`src/rtl/rr_arb_4_pkg.sv`:
```
// Shared constants for the four-requester round-robin arbiter.
// State encodings are fixed so external debug tooling can decode them.
package rr_arb_4_pkg;
    localparam int ARB_NREQ         = 4;
    localparam int ARB_MAX_HOLD_DEF = 16;

    localparam logic [1:0] ST_IDLE  = 2'd0;
    localparam logic [1:0] ST_GRANT = 2'd1;
    localparam logic [1:0] ST_TURN  = 2'd2;
endpackage

```
`src/rtl/rr_arb_4_if.sv`:
```
// Request/grant bundle between four clients (master) and the arbiter (slave).
// Level requests plus a done pulse in; one-hot grant, owner index, busy and timeout out.
interface rr_arb_4_if;
    import rr_arb_4_pkg::*;

    logic [ARB_NREQ-1:0] req;
    logic                done;
    logic [ARB_NREQ-1:0] gnt;
    logic [1:0]          gnt_idx;
    logic                busy;
    logic                timeout;

    modport master (
        output req, done,
        input  gnt, gnt_idx, busy, timeout
    );

    modport slave (
        input  req, done,
        output gnt, gnt_idx, busy, timeout
    );
endinterface

```
`src/rtl/rr_pick_4.sv`:
```
// Round-robin winner select: rotate so last+1 sits at bit 0, then pick the lowest set bit.
// Purely combinational; valid is low when nothing requests.
module rr_pick_4
    import rr_arb_4_pkg::*;
(
    input  logic [ARB_NREQ-1:0] req,
    input  logic [1:0]          last,
    output logic                valid,
    output logic [1:0]          win
);
    logic [1:0]          base;
    logic [1:0]          off;
    logic [ARB_NREQ-1:0] rot;

    assign base = last + 2'd1;

    always_comb begin
        rot = '0;
        off = '0;
        for (int i = 0; i < ARB_NREQ; i++) begin
            rot[i] = req[base + 2'(i)];
        end
        // Scan downward so the lowest set bit (closest to last+1) is the final assignment.
        for (int i = ARB_NREQ - 1; i >= 0; i--) begin
            if (rot[i]) off = 2'(i);
        end
    end

    assign valid = |req;
    assign win   = base + off;
endmodule

```
`src/rtl/rr_arb_4.sv`:
```
// Four-way round-robin arbiter, IDLE -> GRANT -> TURN; req to gnt is one cycle, owners
// separated by two dead cycles. Optional forced release after MAX_HOLD cycles under ARB_TIMEOUT_EN.
module rr_arb_4
    import rr_arb_4_pkg::*;
#(
    parameter int MAX_HOLD = ARB_MAX_HOLD_DEF,
    parameter int CNT_W    = 5
)(
    input  logic       clk,
    input  logic       rst,
    rr_arb_4_if.slave  arb
);
    logic [1:0] state;
    logic [1:0] last;
    logic       pick_vld;
    logic [1:0] pick_win;
    logic       release_c;
    logic       force_rel;

    if (MAX_HOLD < 1 || MAX_HOLD > (2**CNT_W) - 1) begin : g_bad_max_hold
        $error("rr_arb_4: MAX_HOLD out of range for CNT_W");
    end

    rr_pick_4 u_pick (
        .req   (arb.req),
        .last  (last),
        .valid (pick_vld),
        .win   (pick_win)
    );

    // Done and owner dropping its request in the same cycle are one release.
    assign release_c = arb.done || !arb.req[last];

    always_ff @(posedge clk or posedge rst) begin
        if (rst) begin
            state <= ST_IDLE;
            last  <= 2'd3;
        end else begin
            case (state)
                ST_IDLE: begin
                    if (pick_vld) begin
                        state <= ST_GRANT;
                        last  <= pick_win;
                    end
                end
                ST_GRANT: begin
                    if (release_c || force_rel) state <= ST_TURN;
                end
                ST_TURN:  state <= ST_IDLE;
                default:  state <= ST_IDLE;
            endcase
        end
    end

`ifdef ARB_TIMEOUT_EN
    logic [CNT_W-1:0] hold_cnt;
    logic             timeout_q;

    assign force_rel = (state == ST_GRANT) && !release_c &&
                       (hold_cnt == CNT_W'(MAX_HOLD - 1));

    always_ff @(posedge clk or posedge rst) begin
        if (rst) begin
            hold_cnt  <= '0;
            timeout_q <= 1'b0;
        end else begin
            timeout_q <= force_rel;
            if (state != ST_GRANT)
                hold_cnt <= '0;
            else if (hold_cnt != '1)
                hold_cnt <= hold_cnt + 1'b1;
        end
    end

    assign arb.timeout = timeout_q;
`else
    assign force_rel   = 1'b0;
    assign arb.timeout = 1'b0;
`endif

    assign arb.busy    = (state == ST_GRANT);
    assign arb.gnt_idx = last;
    assign arb.gnt     = arb.busy ? (4'b0001 << last) : 4'b0000;
endmodule

```
`src/flat_wrapper.sv`:
```
// flat-port wrapper written by rule: the top's interface ports become plain ports
module rr_arb_4_flat import rr_arb_4_pkg::*;
#(
    parameter int MAX_HOLD = ARB_MAX_HOLD_DEF,
    parameter int CNT_W    = 5
)
  (clk, rst, arb_req, arb_done, arb_gnt, arb_gnt_idx, arb_busy, arb_timeout);
  rr_arb_4_if arb_i ();
  input  logic clk;
  input  logic rst;
  input wire logic [$bits(arb_i.req)-1:0] arb_req;
  input wire logic [$bits(arb_i.done)-1:0] arb_done;
  output wire logic [$bits(arb_i.gnt)-1:0] arb_gnt;
  output wire logic [$bits(arb_i.gnt_idx)-1:0] arb_gnt_idx;
  output wire logic [$bits(arb_i.busy)-1:0] arb_busy;
  output wire logic [$bits(arb_i.timeout)-1:0] arb_timeout;
  assign arb_i.req = arb_req;
  assign arb_i.done = arb_done;
  assign arb_gnt = arb_i.gnt;
  assign arb_gnt_idx = arb_i.gnt_idx;
  assign arb_busy = arb_i.busy;
  assign arb_timeout = arb_i.timeout;
  rr_arb_4 #(.MAX_HOLD(MAX_HOLD), .CNT_W(CNT_W)) u_core (.clk(clk), .rst(rst), .arb(arb_i));
endmodule
```
`config.mk`:
```
export PLATFORM = sky130hd
export DESIGN_NAME = rr_arb_4_flat
export DESIGN_NICKNAME = d
export VERILOG_FILES = /design/src/rtl/rr_arb_4_pkg.sv /design/src/rtl/rr_arb_4_if.sv /design/src/rtl/rr_pick_4.sv /design/src/rtl/rr_arb_4.sv /design/src/flat_wrapper.sv
export SDC_FILE = /design/constraint.sdc
export NUM_CORES = 1
export LEC_CHECK = 0
export BUFFER_PORTS_ARGS = -buffer_cell sky130_fd_sc_hd__buf_2
export CORE_AREA = 4 4 41 43
export CTS_CLUSTER_DIAMETER = 120
export DETAILED_ROUTE_END_ITERATION = 8
export DIE_AREA = 0 0 45 47
export PLACE_DENSITY = 0.66
export SYNTH_ARGS = -nofsm -noshare
export SYNTH_HDL_FRONTEND = slang
export SYNTH_HIERARCHICAL = 1
export SYNTH_SLANG_ARGS = --single-unit
```
`constraint.sdc`:
```
create_clock -name clk -period 2.05 [get_ports clk]
set_input_delay 0.3075 -clock clk [delete_from_list [all_inputs] [get_ports clk]]
set_output_delay 0.3075 -clock clk [all_outputs]
set_load 0.02 [all_outputs]
```
==> metrics.md <==
| Metric | Value |
|---|---|
| Final min period | 1.91 ns |
| Synth Area in Adders | under 10% |
| CTS clock-pin slew for the worst setup and hold paths | 0.04 ns |
| H-tree depth | 1 |
| Area delta synth->final | 29.2% |
| Final Cell Area | approximately 590 µm² |
| Vias | roughly 430 |
| Final hold vios | 0 |
| Setup crit end kind | flip-flop |
| Initial antenna violation count | 0 |
| Port-buffer cells | 13 |
| Post-Route WL | 1030 µm |
| Clock Latency Late Sink | 0.23 ns |
| CP max stage delay | 0.54 ns |
| Final Core Density | 45.6% |
| Multiplexer share of the synthesized area | 9.26% |
| Leak | about 0.00029 µW |
| CP Buf/Inv Count | 0 |
| Crit path cell chain | nand2b_4, a21boi_1, o221ai_1, o21a_1, ha_2, xnor2_2, xnor2_1, xnor2_1, mux2_2 |
| CTS tree | yes |
| Die width | 45 µm |
| WS Path Type | flip-flop to flip-flop |
| GP Congestion | 0.744 |
| CP max stage cell | dfstp_2 |
| Synth Area in Simple Gates | 29.2% |
| Min-Delay Path Class | input pin to flip-flop |
| CP startpoint kind | flip-flop |
| Yosys warns | 6 |
| First-pass GRT wire length | 1680 µm |
| CTS root buffer | clkbuf_4 |
| Bufs on Longest Clock Path | 2 |
| Vias in the first global route | 396 |
| Final Max Tran Viols | 0 |
| Ant. Diodes | 0 |
| Max Clk Rate | 523 MHz |
| Max VDD drop | 0.866 mV |
| Worst Clk Skew | 0.0000697 ns |
| Initial Util | 35.3% |
| Clock sink total | 4 |
| Post-DP HPWL | about 800 µm |
| Mean area per synthesized cell | 9.00 µm² |
| Die footprint | 2120 µm² |
| Seq/Total Area, Yosys | 22.3% |
| Mapped Area | ~460 µm² |
| Share of post-route cells with drive strength above 1 | 49.3% |
| Largest net degree at the start of global routing | 11 |
| Post-DRT Antenna Nets | 0 |
| Gr usage total | 11.2% |
| Data required time at the worst endpoint | 2.21 ns |
| Max Cap Violations | 0 |
| First-pass DRT Iterations | 4 |
| Drt drc | 0 |
| CP delay by family, top | flip-flops |
| Worst Path Max Fanout | 3 |
| Library cells used by synthesis | 31 |
| Post-synth net total | 59 |
| Via density | 5.08 |
| CP arrival | 2.07 ns |
| Synth Area in XOR/XNOR | 5.72% |
| Synthesized netlist cell count | 51 |
| Remaining global-route overflow | 0 |
| Num rows | 13 |
| Setup repair bufs after CTS | 0 |
| Area after DPL | 543 µm² |
| Die H | 47 µm |
| Largest family of logic cells by synthesized area | simple AND/OR/NAND/NOR gates |
| RSZ-0062 raised after global routing | false |
| Core area | 1300 µm² |
| CTS Buf Count | 3 |
| Starting DRT DRC Count | 6 |
| Avg WL per Cell | 12.2 µm |
| Period utilization | 93.3% |
| Final Setup Violations | 0 |
| I/O pin cnt | 15 |
| Pwr dens | 1570 nW/µm² |
| Final net count | 79 |
| Status | completed |
| Synthesized flop and latch total | 4 |
| Post-synthesis compound-gate area fraction | 20.2% |
| CP dominant cell by count | xnor2_1 |
stage by stage:
| step | worst slack [ns] | setup TNS (ns) | total power (µW) | std cells | hold WS, ns |
|---|---|---|---|---|---|
| global placement | 0.0991 | 0 | 781 | 80 | 0.193 |
| global route | 0.0190 | 0 | 1010 | 84 | 0.460 |
| finish | 0.137 | 0 | 930 | 84 | 0.435 |
| floorplan | -0.00779 | -0.00779 | 663 | 51 | 0.0721 |
| detailed placement | 0.0655 | 0 | 798 | 80 | 0.198 |
| CTS | 0.152 | 0 | 906 | 84 | 0.436 |
logic make-up after synthesis:
group / Yosys count
compound gates: 10
xor+xnor: 3
buf+inv: 7
mux: 4
flops: 4
other cells: 1
fa+ha+maj: 1
simple gates: 21
routing by layer:
metal	wire length, µm	GRT usage [%]	vias to the layer above
li1	-	-	218
met1	471	14.7	193
met2	475	16.7	14
met3	66	1.15	2
met4	14	8.77	0
met5	0	0	-
cell usage in the layout, fill, tap and decap left out, drive strengths merged:
cell,n
dfrtp,2
o221ai,1
nor2,4
buf,17
dfstp,2
a211oi,2
ha,1
nor3b,4
conb,1
xnor2,3
inv,4
o22ai,1
and3b,2
o31ai,1
a211o,1
nand2,2
mux2,2
dlygate4sd3,1
nand2b,3
o21a,1
nor3,4
mux2i,2
nor4b,1
a21boi,1
clkbuf,3
and3,1
a2bb2oi,1
o211ai,1
worst reg2reg max path: stages (launching register included):
cell and delay [ns]:
dfstp_2 0.54, nand2b_4 0.12, a21boi_1 0.06, o221ai_1 0.16, o21a_1 0.16, ha_2 0.18
xnor2_2 0.11, xnor2_1 0.15, xnor2_1 0.09, mux2_2 0.26
where the power goes:
group | total (µW) | switching, µW | internal, µW
clock network | 98.9 | 33.4 | 65.6
registers | 183 | 44.3 | 138
logic | 648 | 328 | 320
total | 930 | 405 | 524
area by class of cell:
cell class / count / area (µm²)
Clock buffer: 3 / 22.5
Sequential cell: 4 / 103
Timing Repair Buffer: 18 / 105
Tap cell: 15 / 18.8
Fill cell: 134 / 708
Inverter: 4 / 15.0
Multi-Input combinational cell: 40 / 329
path summary, 6_finish.rpt:
check | start | end | slack [ns] | cells after the start
worst max-delay path | u_core/arb.gnt_idx[1] | u_core/arb.gnt_idx[1] | 0.14 | 9
worst min-delay path | arb_done | u_core/state[1] | 0.43 | 3
worst max register to register | u_core/arb.gnt_idx[1] | u_core/arb.gnt_idx[1] | 0.14 | 9
worst min register to register | u_core/state[0] | u_core/state[1] | 0.62 | 2
max in group asynchronous | rst | u_core/arb.gnt_idx[0] | 1.33 | 3
min in group asynchronous | rst | u_core/state[1] | 0.50 | 3
cell usage after synthesis, drive strengths merged:
library cell  instances  area share, %
dfstp                 2             11
nor2                  4            3.3
ha                    1            2.7
o221ai                1            1.9
nand2                 2            1.6
mux2i                 2            4.4
a2bb2oi               1            1.9
a211oi                2            4.4
buf                   3            6.5
nor3b                 4            7.6
mux2                  2            4.9
o21a                  1            1.6
o22ai                 1            1.4
dfrtp                 2             11
a211o                 1            1.9
nand2b                3            4.6
and3b                 2            4.1
and3                  1            1.6
nor3                  4            4.4
o211ai                1            2.7
o31ai                 1            2.7
xnor2                 3            5.7
a21boi                1            1.6
conb                  1           0.82
inv                   4            3.3
nor4b                 1            1.9
state kept, by name, summed over array words and instances (netlist names):
name and flops:
u_core/state 2, u_core/arb.gnt_idx 2
what timing repair did:
action,4_1_cts,5_1_grt
endpoints found under the setup margin,0,1
hold endpoints to repair,2,0
gates resized for setup,0,4
hold buffers,1,0
(Power assumes the default switching activity.)
